--- config.mk ---
export PLATFORM = sky130hd
export DESIGN_NAME = hazard_scoreboard
export DESIGN_NICKNAME = d
export VERILOG_FILES = /design/src/rtl/hazard_scoreboard.sv
export SDC_FILE = /design/constraint.sdc
export NUM_CORES = 1
export LEC_CHECK = 0
export ABC_AREA = 1
export CELL_PAD_IN_SITES_DETAIL_PLACEMENT = 1
export CELL_PAD_IN_SITES_GLOBAL_PLACEMENT = 2
export CORE_UTILIZATION = 22
export CTS_CLUSTER_SIZE = 14
export DETAILED_ROUTE_END_ITERATION = 7
export PLACE_DENSITY = 0.79
export SLEW_MARGIN = 20
export SYNTH_ARGS = -nofsm -noshare
export SYNTH_HDL_FRONTEND = slang
export SYNTH_SLANG_ARGS = --single-unit
export TNS_END_PERCENT = 10
--- constraint.sdc ---
create_clock -name i_clk -period 1.7 [get_ports i_clk]
set_input_delay 0.51 -clock i_clk [delete_from_list [all_inputs] [get_ports i_clk]]
set_output_delay 0.51 -clock i_clk [all_outputs]
set_load 0.05 [all_outputs]
--- src/rtl/hazard_scoreboard.sv ---
// rtl/hazard_scoreboard.sv - operand forwarding select and load-use interlock scoreboard
// Optional feature macro HAZ_STATS_EN adds saturating stall/forward event counters.
module hazard_scoreboard #(
  parameter int RSIZE      = 4,
  parameter int NREG       = 16,
  parameter int DEPTH      = 3,
  parameter int LOAD_STAGE = 2,
  localparam int SELW      = $clog2(DEPTH + 1)
) (
  input  logic             i_clk,
  input  logic             i_rst,
  input  logic             i_id_valid,
  input  logic [RSIZE-1:0] i_id_rs,
  input  logic [RSIZE-1:0] i_id_rt,
  input  logic             i_id_rs_used,
  input  logic             i_id_rt_used,
  input  logic [RSIZE-1:0] i_id_rd,
  input  logic             i_id_wen,
  input  logic             i_id_is_load,
  input  logic             i_flush,
  output logic             o_issue,
  output logic             o_stall,
  output logic [SELW-1:0]  o_fwd_rs_sel,
  output logic [SELW-1:0]  o_fwd_rt_sel,
  output logic [NREG-1:0]  o_busy_mask
`ifdef HAZ_STATS_EN
  ,
  output logic [15:0]      o_stat_stall_cnt,
  output logic [15:0]      o_stat_fwd_cnt
`endif
);

  // Index k-1 holds pipeline stage k (stage 1 = EX).
  logic [DEPTH-1:0] r_v;
  logic [DEPTH-1:0] r_ld;
  logic [RSIZE-1:0] r_rd [DEPTH];

  logic [SELW-1:0]  w_rs_k;
  logic [SELW-1:0]  w_rt_k;
  logic             w_rs_ld_haz;
  logic             w_rt_ld_haz;
  logic             w_stall;
  logic             w_issue;
  logic             w_alloc;
  logic [NREG-1:0]  w_busy;

  // Scan oldest to youngest so the youngest match overwrites older ones.
  always_comb begin
    w_rs_k      = '0;
    w_rt_k      = '0;
    w_rs_ld_haz = 1'b0;
    w_rt_ld_haz = 1'b0;
    for (int k = DEPTH; k >= 1; k--) begin
      if (r_v[k-1] && (r_rd[k-1] == i_id_rs) && (i_id_rs != '0) && i_id_rs_used) begin
        w_rs_k      = SELW'(k);
        w_rs_ld_haz = r_ld[k-1] && (k < LOAD_STAGE);
      end
      if (r_v[k-1] && (r_rd[k-1] == i_id_rt) && (i_id_rt != '0) && i_id_rt_used) begin
        w_rt_k      = SELW'(k);
        w_rt_ld_haz = r_ld[k-1] && (k < LOAD_STAGE);
      end
    end
  end

  assign w_stall = i_id_valid && !i_flush && (w_rs_ld_haz || w_rt_ld_haz);
  assign w_issue = i_id_valid && !w_stall && !i_flush;
  assign w_alloc = w_issue && i_id_wen && (i_id_rd != '0);

  always_comb begin
    w_busy = '0;
    for (int k = 0; k < DEPTH; k++) begin
      if (r_v[k]) begin
        w_busy[r_rd[k]] = 1'b1;
      end
    end
  end

  always_ff @(posedge i_clk) begin
    if (i_rst) begin
      r_v <= '0;
    end else begin
      for (int k = DEPTH - 1; k >= 1; k--) begin
        r_v[k] <= r_v[k-1];
      end
      r_v[0] <= w_alloc;
    end
  end

  // Payload is qualified by r_v, so it needs no reset.
  always_ff @(posedge i_clk) begin
    for (int k = DEPTH - 1; k >= 1; k--) begin
      r_rd[k] <= r_rd[k-1];
      r_ld[k] <= r_ld[k-1];
    end
    r_rd[0] <= i_id_rd;
    r_ld[0] <= i_id_is_load;
  end

  assign o_issue      = w_issue;
  assign o_stall      = w_stall;
  assign o_fwd_rs_sel = i_id_valid ? w_rs_k : '0;
  assign o_fwd_rt_sel = i_id_valid ? w_rt_k : '0;
  assign o_busy_mask  = w_busy;

`ifdef HAZ_STATS_EN
  logic [15:0] r_stall_cnt;
  logic [15:0] r_fwd_cnt;

  always_ff @(posedge i_clk) begin
    if (i_rst) begin
      r_stall_cnt <= '0;
      r_fwd_cnt   <= '0;
    end else begin
      if (w_stall && (r_stall_cnt != 16'hFFFF)) begin
        r_stall_cnt <= r_stall_cnt + 16'd1;
      end
      if (w_issue && ((w_rs_k != '0) || (w_rt_k != '0)) && (r_fwd_cnt != 16'hFFFF)) begin
        r_fwd_cnt <= r_fwd_cnt + 16'd1;
      end
    end
  end

  assign o_stat_stall_cnt = r_stall_cnt;
  assign o_stat_fwd_cnt   = r_fwd_cnt;
`endif

endmodule

Word level (Yosys, flattened, before mapping). Memories as Yosys holds them, arrays and structs flattened. Cells that the tools add are included.

Bitwise gates (word level): 2. Equality and inequality tests: 6. Order comparisons: 6. Reduce and logical (&&, ||, !) cells: 33. Multiplexer cells: 19.

Operators with widths (count): $mux W16 (3); $or A16 B16 Y16 (2); $logic_and A1 B1 Y1 (27); $eq A4 B4 Y1 (6); $mux W2 (8); $lt A4 B5 Y1 const B (3); $demux W1 S4 (3); $ge A4 B1 Y1 const B (3); $reduce_bool A4 Y1 (3); $mux W1 (5); $logic_not A1 Y1 (2); $logic_or A1 B1 Y1 (1).

Register bits: 4. Memories kept: 1. Output and inout bits: 22. Word-level logic and storage cells: 69. RAM bits: 12.

Memories: r_rd (words 3, width 4, read ports 3, clocked after Yosys merged registers in 0, wr ports 3, line 36) `logic [RSIZE-1:0] r_rd [DEPTH];`.

Depth between registers and ports, before layout. Gate-level depths: netlist (run 1).

Word-level depth: 12. Mapped depth: 8. Gate-level depth less buffers: 8.

Worst setup path before layout (run 1). No wires, ideal clock.

Path type: input to output. Start: input port i_id_rs[0]. End: output port o_fwd_rs_sel[0]. Data arrival time: 1.730 ns. Cell stages on the path: 8. Path buffers: 0. Slack: -0.540 ns. Path through: inv_1 nand2_1 o21ai_0 nor2_1 nand2_1 nor2_2 nand2_1 a21oi_1.

Cells in the longest elaborated chain, start to end: 8. Elaborated cells between the ends (all ways): 17. Classes of those cells: 3 x eq/ne; 4 x mux; 10 x reduce/logical.

RTL lines: from (decl) (line 13) `input logic [RSIZE-1:0] i_id_rs,`; $eq A4 B4 Y1 (line 54) `if (r_v[k-1] && (r_rd[k-1] == i_id_rs) && (i_id_rs != '0) && i_id_rs_used) begin`; $logic_and A1 B1 Y1 (3 in a row) (line 54); $mux W2 (2 in a row) (line 54); $mux W2 (*) (line 54); $mux W2 (*) (line 101) `assign o_fwd_rs_sel = i_id_valid ? w_rs_k : '0;`; to (decl) (line 23) `output logic [SELW-1:0] o_fwd_rs_sel,`.

Every way passes the cells marked *; elsewhere a longest branch is shown, timed or not.

Final worst setup path (run 1).
Start: input port i_id_rt[0]. End: output port o_issue.

Cells in the longest elaborated chain, start to end: 10. Elaborated cells between the ends (all ways): 11. Classes of those cells: 1 x eq/ne; 1 x mux; 9 x reduce/logical.

RTL lines: from (decl) (line 14) `input logic [RSIZE-1:0] i_id_rt,`; $eq A4 B4 Y1 (line 58) `if (r_v[k-1] && (r_rd[k-1] == i_id_rt) && (i_id_rt != '0) && i_id_rt_used) begin`; $logic_and A1 B1 Y1 (line 58); $logic_and A1 B1 Y1 (*) (2 in a row) (line 58); $mux W1 (*) (line 58); $logic_or A1 B1 Y1 (*) (line 65) `assign w_stall = i_id_valid && !i_flush && (w_rs_ld_haz || w_rt_ld_haz);`; $logic_and A1 B1 Y1 (*) (line 65); $logic_not A1 Y1 (*) (line 66) `assign w_issue = i_id_valid && !w_stall && !i_flush;`; $logic_and A1 B1 Y1 (*) (2 in a row) (line 66); to (decl) (line 21) `output logic o_issue,`.

Marked as above.

==> results of run 1 <==
per-stage QoR:
stage	total power (µW)	setup TNS, ps	setup slack [ps]	area [µm²]
finish	1170	-6470	-418	2960
global placement	765	-5990	-889	2580
global route	1230	-7760	-484	2960
floorplan	558	-1540	-155	1440
detailed placement	773	-6610	-925	2580
CTS	1160	-6110	-425	2870
area by class of cell:
| class | count | share of cell area, % |
|---|---|---|
| multi-input combinational | 199 | 39.4 |
| tap | 75 | 3.18 |
| clock buffer | 4 | 1.86 |
| sequential | 16 | 11.8 |
| timing repair buffer | 108 | 38.9 |
| inverter | 36 | 4.87 |
worst max-delay path, delay by kind of cell:
kind | cells | cell delay [ps]
simple gates | 5 | 640
buf+inv | 4 | 460
worst max path at each step:
stage,endpoint,start,cells past startpoint,slack (ps)
6_report,o_issue,i_id_rt[0],9,-420
5_1_grt,o_fwd_rt_sel[1],r_rd[0][1]$_DFF_P_,9,-480
4_1_cts,o_issue,i_id_rt[3],9,-430
3_5_place_dp,o_issue,i_id_rt[1],9,-930
3_3_place_gp,o_issue,i_id_rt[1],9,-890
2_1_floorplan,o_busy_mask[4],r_rd[0][2]$_DFF_P_,4,-160
timing repair:
item,in CTS,in global routing
pin swaps,25,19
setup endpoints to repair,23,22
setup buffers,2,4
resized for setup,123,18
hold endpoints to repair,0,0
cells by family after synthesis:
logic type,after synthesis,synth area share [%]
buffers and inverters,40,11.9
flip-flops,16,23.4
AO/OA/AOI/OAI,16,6.77
XOR/XNOR,4,2.56
AND/OR/NAND/NOR,179,55.4
cell usage after synthesis:
library cell | n | area, µm²
nand4_1 | 2 | 12.5
dfxtp_1 | 16 | 320
a32oi_1 | 2 | 17.5
nor2_1 | 45 | 169
o21ai_0 | 5 | 25.0
nor3_2 | 1 | 10.0
nand2_1 | 75 | 282
o211ai_1 | 2 | 15.0
nor3_1 | 3 | 15.0
a21oi_1 | 6 | 30.0
inv_2 | 7 | 26.3
buf_4 | 1 | 7.51
buf_6 | 1 | 11.3
buf_2 | 1 | 5.00
clkbuf_1 | 1 | 3.75
inv_1 | 29 | 109
xnor2_1 | 4 | 35.0
o21ai_1 | 1 | 5.00
nor2_2 | 3 | 18.8
nand3_1 | 50 | 250
cells in the final DEF, fill, tap and decap left out, types with 5 or more instances in the layout:
cell and instances:
a21oi_4 5, buf_12 21, buf_2 5, buf_4 58, buf_6 13, clkdlybuf4s50_1 8, dfxtp_2 7, dfxtp_4 5
inv_1 20, inv_2 13, nand2_1 60, nand2_2 15, nand3_1 30, nand3_2 20, nor2_1 34, nor2_2 8
nor2_4 6
layer usage:
layer	wire [µm]	up-vias	GRT usage [%]
met1	3090	1022	27.7
met2	3270	40	36.2
li1	-	1033	-
met3	163	6	2.36
met5	0	-	0
met4	87	0	4.64
power breakdown:
group	total, µW	internal (µW)	leakage (µW)	switching (µW)
combinational	414	198	0.00127	216
clock	343	206	0.0000288	138
sequential	412	390	0.000137	21.4
state kept, by name, indices dropped and copies added, names as in the netlist:
register and flops:
r_ld 1, r_rd 12, r_v 3
==> key figures, run 1 <==
Clock network
  – CTS buffer count: 3
  – CTS sink count: 16
  – Root Buffer: clkbuf_8
  – Clock transition at path regs: 70 ps
  – H-tree depth: 1
  – Clock buffer depth: 2
  – Hold buffers post-CTS: 0
  – Skew-Pair Late Insertion Delay: 250 ps
  – CTS tree: done

GRT
  – GRT Total Usage: 21.0%
  – Pin count of the biggest net entering global routing: 12
  – Initial antenna violation count: 0
  – First-pass GRT wire length: 10,300 µm
  – Vias in the first global route: 2,116
  – Total grt overflow: 0

Route
  – Wire length per cell: 15.1 µm
  – Aggregate routed wire length: 6610 µm
  – Vias post-DR: 2,101
  – Drt drc: 0
  – Final ANT Viol Nets: 0
  – DRT iter0 DRCs: 131
  – Via/cell ratio: 4.80
  – Detailed Routing Iterations Pass 1: 4

Worst setup path
  – Worst R2R Start: r_rd[0][0]$_DFF_P_
  – Worst EP required: 1190 ps
  – Crit-path max cell delay: 220 ps
  – Crit-path slowest cell: nand4_1
  – Critical path arrival: 1610 ps
  – Reg-to-reg slack, setup: 360 ps
  – FF-to-FF path depth: 8
  – Worst setup EP type: output pin
  – RR Endpoint: r_v[0]$_SDFF_PP0_
  – Crit-path cells: buf_6, buf_6, nand2_2, nand2_2, nor2_2, nand4_1, nand3_2, clkinvlp_4, buf_8
  – Worst Setup Path Type: in -> out
  – Critical path fanouts, max: 3
  – Worst setup SP type: input port

Final layout
  – Final Core Density: 49.6%
  – Layout Nets: 384
  – Antenna Cells: 0
  – Layout cells sized above 1: 52.3%
  – Area grow syn2layout: 116%
  – Area of the multi-input gates: 1160 µm²
  – Register area: 348 µm²
  – Post-route insts no fill: 438
  – Fillers: 759

Synthesis
  – Syn avg cell area: 5.36 µm²
  – Yosys cell types: 20
  – #FFs+latches synth: 16
  – Syn_nets: 275
  – Syn Inst Count: 255
  – Synth warnings: 0
  – Mapped Area: 1370 µm²
  – Register area share after synthesis: 23.4%

Timing
  – Rel. slew slack: 76.7%
  – Final period util: 125%
  – Hold Fails Final Rpt: 0
  – Worst slew pin tran: 348 ps
  – RSZ-0062 raised after global routing: yes
  – Final Worst Setup Slack: -418 ps
  – Highest clock rate: 472 MHz
  – Period minus WS final: 2120 ps
  – Slew Viols, Final: 0
  – Min Hold Slack: 498 ps
  – Setup-failing EPs final: 22
  – Final clock skew: 7.80 ps

Die
  – Initial core utilization: 23.0%
  – Area of the core: 5960 µm²
  – Die Y: 80.8 µm
  – Die span in x: 80.8 µm
  – Full die area: 6540 µm²
  – Rows: 28
  – Io pins: 42

Min path
  – Min-Delay Endpoint: r_rd[0][11]$_DFF_P_
  – Hold path depth: 1
  – Hold Startpoint: r_rd[0][7]$_DFF_P_
  – Hold Path Class: reg -> reg

Pwr
  – Power Dens Cells: 396 nW/µm²
  – Worst IR Drop VDD: 0.000287 V
  – Leakage Power: 0.00143 µW

Place
  – Post-Place Cells: 428
  – Routability cong.: 0.870
  – Port bufs: 41
  – Post-DP HPWL: 5270 µm

Job
  – Max-cap violations: 0

Status
  – Status: complete, but fails checks
  – Violated checks: setup timing
Power figures use the tool's default switching activity.
==> inputs of run 2 (changes only) <==
--- a/config.mk
+++ b/config.mk
@@ -9,7 +9,6 @@
 export CELL_PAD_IN_SITES_DETAIL_PLACEMENT = 1
 export CELL_PAD_IN_SITES_GLOBAL_PLACEMENT = 2
 export CORE_UTILIZATION = 22
-export CTS_CLUSTER_SIZE = 14
 export DETAILED_ROUTE_END_ITERATION = 7
 export PLACE_DENSITY = 0.79
 export SLEW_MARGIN = 20
==> results of run 2 <==
The final DEF is identical to that of run 1; final timing and power are the same.
